--- src/rtl/pwm_pkg.sv ---
// Shared constants and types for the four-channel PWM bank.
package pwm_pkg;
    localparam int NCH  = 4;
    localparam int DW   = 8;
    localparam int PW   = 8;
    localparam int CH_W = 2;

    localparam logic [DW-1:0] DUTY_MAX = {DW{1'b1}};

    typedef logic [DW-1:0] duty_t;
    typedef logic [PW-1:0] presc_t;
endpackage

--- src/rtl/pwm_timebase.sv ---
// Shared prescaler and period counter; flags the last tick of each period.
module pwm_timebase
    import pwm_pkg::*;
(
    input  logic          clk,
    input  logic          rst,
    input  logic          en,
    input  logic [PW-1:0] prescale,
    output logic          tick,
    output logic [DW-1:0] cnt,
    output logic          boundary
);

    presc_t presc_cnt_reg;
    duty_t  cnt_reg;

    // >= so that lowering prescale mid-count ticks right away instead of wrapping
    assign tick     = en && (presc_cnt_reg >= prescale);
    assign boundary = tick && (cnt_reg == DUTY_MAX);
    assign cnt      = cnt_reg;

    always_ff @(posedge clk) begin
        if (rst || !en) begin
            presc_cnt_reg <= '0;
            cnt_reg       <= '0;
        end else if (tick) begin
            presc_cnt_reg <= '0;
            cnt_reg       <= cnt_reg + 1'b1;
        end else begin
            presc_cnt_reg <= presc_cnt_reg + 1'b1;
        end
    end

endmodule

--- src/rtl/pwm_bank4.sv ---
// Four PWM channels with shadow duty registers that take effect at period boundaries.
module pwm_bank4
    import pwm_pkg::*;
(
    input  logic            clk,
    input  logic            rst,
    input  logic            en,
    input  logic [PW-1:0]   prescale,
    input  logic            we,
    input  logic [CH_W-1:0] ch_sel,
    input  logic [DW-1:0]   duty_in,
    output logic [NCH-1:0]  pwm_out,
    output logic            period_start,
    output logic [NCH-1:0]  pending,
    output logic [DW-1:0]   cnt
);

    logic tick;
    logic boundary;

    duty_t          shadow_reg [NCH];
    duty_t          active_reg [NCH];
    logic [NCH-1:0] pending_reg;
    logic [NCH-1:0] pwm_out_reg;
    logic           period_start_reg;

    pwm_timebase u_timebase (
        .clk      (clk),
        .rst      (rst),
        .en       (en),
        .prescale (prescale),
        .tick     (tick),
        .cnt      (cnt),
        .boundary (boundary)
    );

    generate
        for (genvar gi = 0; gi < NCH; gi++) begin : g_ch
            logic wr_sel;
            assign wr_sel = we && (ch_sel == CH_W'(gi));

            // While disabled, active tracks shadow so a restart uses the newest duty
            always_ff @(posedge clk) begin
                if (rst) begin
                    shadow_reg[gi]  <= '0;
                    active_reg[gi]  <= '0;
                    pending_reg[gi] <= 1'b0;
                    pwm_out_reg[gi] <= 1'b0;
                end else begin
                    if (wr_sel)
                        shadow_reg[gi] <= duty_in;
                    if (boundary || !en)
                        active_reg[gi] <= shadow_reg[gi];
                    pending_reg[gi] <= en && (wr_sel || (pending_reg[gi] && !boundary));
                    pwm_out_reg[gi] <= en && (cnt < active_reg[gi]);
                end
            end
        end
    endgenerate

    always_ff @(posedge clk) begin
        if (rst)
            period_start_reg <= 1'b0;
        else
            period_start_reg <= boundary;
    end

    assign pwm_out      = pwm_out_reg;
    assign pending      = pending_reg;
    assign period_start = period_start_reg;

endmodule

--- config.mk ---
export PLATFORM = sky130hd
export DESIGN_NAME = pwm_bank4
export DESIGN_NICKNAME = d
export VERILOG_FILES = /design/src/rtl/pwm_pkg.sv /design/src/rtl/pwm_timebase.sv /design/src/rtl/pwm_bank4.sv
export SDC_FILE = /design/constraint.sdc
export NUM_CORES = 1
export LEC_CHECK = 0
export CAP_MARGIN = 20
export CORE_ASPECT_RATIO = 1.4
export CORE_MARGIN = 1.5
export CORE_UTILIZATION = 25
export CTS_BUF_LIST = sky130_fd_sc_hd__clkbuf_4
export DETAILED_ROUTE_END_ITERATION = 12
export GPL_TIMING_DRIVEN = 0
export PLACE_DENSITY_LB_ADDON = 0.25
export SETUP_SLACK_MARGIN = 0.5
export SYNTH_ARGS = -nofsm -noshare
export SYNTH_HDL_FRONTEND = slang
export SYNTH_HIERARCHICAL = 1
export SYNTH_SLANG_ARGS = --single-unit
--- constraint.sdc ---
create_clock -name clk -period 4.8 [get_ports clk]
set_input_delay 0.96 -clock clk [delete_from_list [all_inputs] [get_ports clk]]
set_output_delay 0.96 -clock clk [all_outputs]
set_load 0.05 [all_outputs]
==> metrics.txt <==
Die X=114 µm; # nets final=473; crit start category=primary input; clock buffer count from CTS=9; final setup fails=0; Slew Limit Fails=0; Post-CTS Resized=0; Tot Pwr=1.43 mW; Worst Tran Pin Value=0.792 ns; setup slack after layout=1.19 ns; Final period util=75.1%; GRT Total Usage=10.1%; clock sink total=89; Static Leak=1.95 nW; pre-CTS setup slack=0.672 ns; Max-Slew Margin vs Limit=47.2%; Vias/cell=4.31; GRT overflow=0; placed wire-length estimate=6510 µm; status=finished clean; unrepaired setup endpoints after global routing=no; vias in the first global route=2,766; maximum VDD drop=0.000112 V; total wire length=8350 µm; Post-Route Setup TNS=0 ns; core area=16,700 µm²; most frequent CP cell=nand2b_1; Post-Synthesis Net Count=423; # rows=56; Slowest-stage cell, CP=nand2b_1; Setup Skew=0.0166 ns; share of layout cells above drive strength 1=8.13%; Critical Path Fanout Max=17; first-pass GRT wire length=13,800 µm; synthesized area per cell=11.8 µm²; Ys Warns=6; WL per Instance=13.4 µm; Ports=39; DR pass1 iterations=4; hold_buf cts=0; CP required=5.01 ns; CP peak stage delay=0.49 ns; remaining antenna violation count after routing=0; Worst Path Arrival=3.82 ns; final hold vios=0; crit path kind=primary input to flip-flop; endpoint class of the critical path=flip-flop; P&R area growth vs syn=18.5%; Residual DRC=0; min Tclk post-route=3.61 ns; Starting Density=25.6%; CTS tree=yes; Max clock buf depth=2; gpl congestion=0.742; Min-Delay Path Class=flip-flop to flip-flop; Worst-path clk slew=0.16 ns; H-Tree Depth=3; PwrDens=280 nW/µm²; worst-path cell chain=clkdlybuf4s50_1 -> ha_1 -> nand2b_1 -> a2111o_1 -> a21oi_4 -> buf_6 -> nor4_1 -> inv_1 -> nand2b_1 -> buf_8; final hold slack=0.480 ns; pin count of the biggest net entering global routing=19; die area=18,000 µm²; max cap viols=0; Clock Root Buffer=clkbuf_4; Die H=158 µm; setup bufs post-CTS=0; Synth Cell Area=4290 µm²; clk_lat worst skew=0.45 ns; # port buffers=38; initial antenna violation count=1; Mapped Cells=363; DRT iter0 DRCs=49; DR vias=2,681; most frequent cells in the layout=and2_1 (64), edfxtp_1 (64), inv_1 (39), ha_1 (38), clkdlybuf4s50_1 (38); Final Util=30.3%; fmax=277 MHz; Fillers=1,687
[where the power goes]
part           total, mW  leakage, nW  switching, mW  internal [mW]
clock              0.416       0.0773          0.294          0.123
combinational      0.130         1.00         0.0718         0.0579
sequential         0.879        0.871         0.0109          0.868
total               1.43         1.95          0.376           1.05
[layout make-up]
| class | count | area, µm² | area share (%) |
|---|---|---|---|
| flip-flops and latches | 89 | 2420 | 47.7 |
| multi-input cells | 228 | 1680 | 33.1 |
| repair buffers | 39 | 395 | 7.78 |
| clock buffers | 9 | 67.6 | 1.33 |
| clock inverters | 7 | 73.8 | 1.45 |
| inverters | 39 | 146 | 2.88 |
| plain buffers | 7 | 36.3 | 0.714 |
| well taps | 203 | 254 | 5.00 |
| diodes | 1 | 2.50 | 0.0492 |
[critical path: cells and delay by family]
kind                       cells  cell delay [ns]
and+or+nand+nor                3             0.69
adders and majority gates      1             0.28
AOI/OAI and AO/OA              2             0.72
buffers and inverters          4             1.15
[worst paths after layout]
path	endpoint	slack, ns	cells past startpoint	startpoint
worst max-delay path	active_reg[1][0]	1.19	10	prescale[0]
worst min register to register	pending[1]	0.48	2	pending[1]
worst min-delay path	pending[1]	0.48	2	pending[1]
worst max register to register	active_reg[1][0]	1.66	10	u_timebase/presc_cnt_reg[0]
[through the flow]
step                      std cells  area (µm²)
after floorplan                 363        4290
after global placement          604        4920
after detailed placement        605        4940
after CTS                       621        5080
after global routing            622        5080
final                           622        5080
[metal layers]
metal	routed length (µm)	track usage, %	share of wire [%]
met3	261	2.34	3.1
met1	3550	11.2	43
met4	213	5.12	2.6
met5	0	0	0
met2	4320	18.1	52
(Power assumes the default switching activity.)
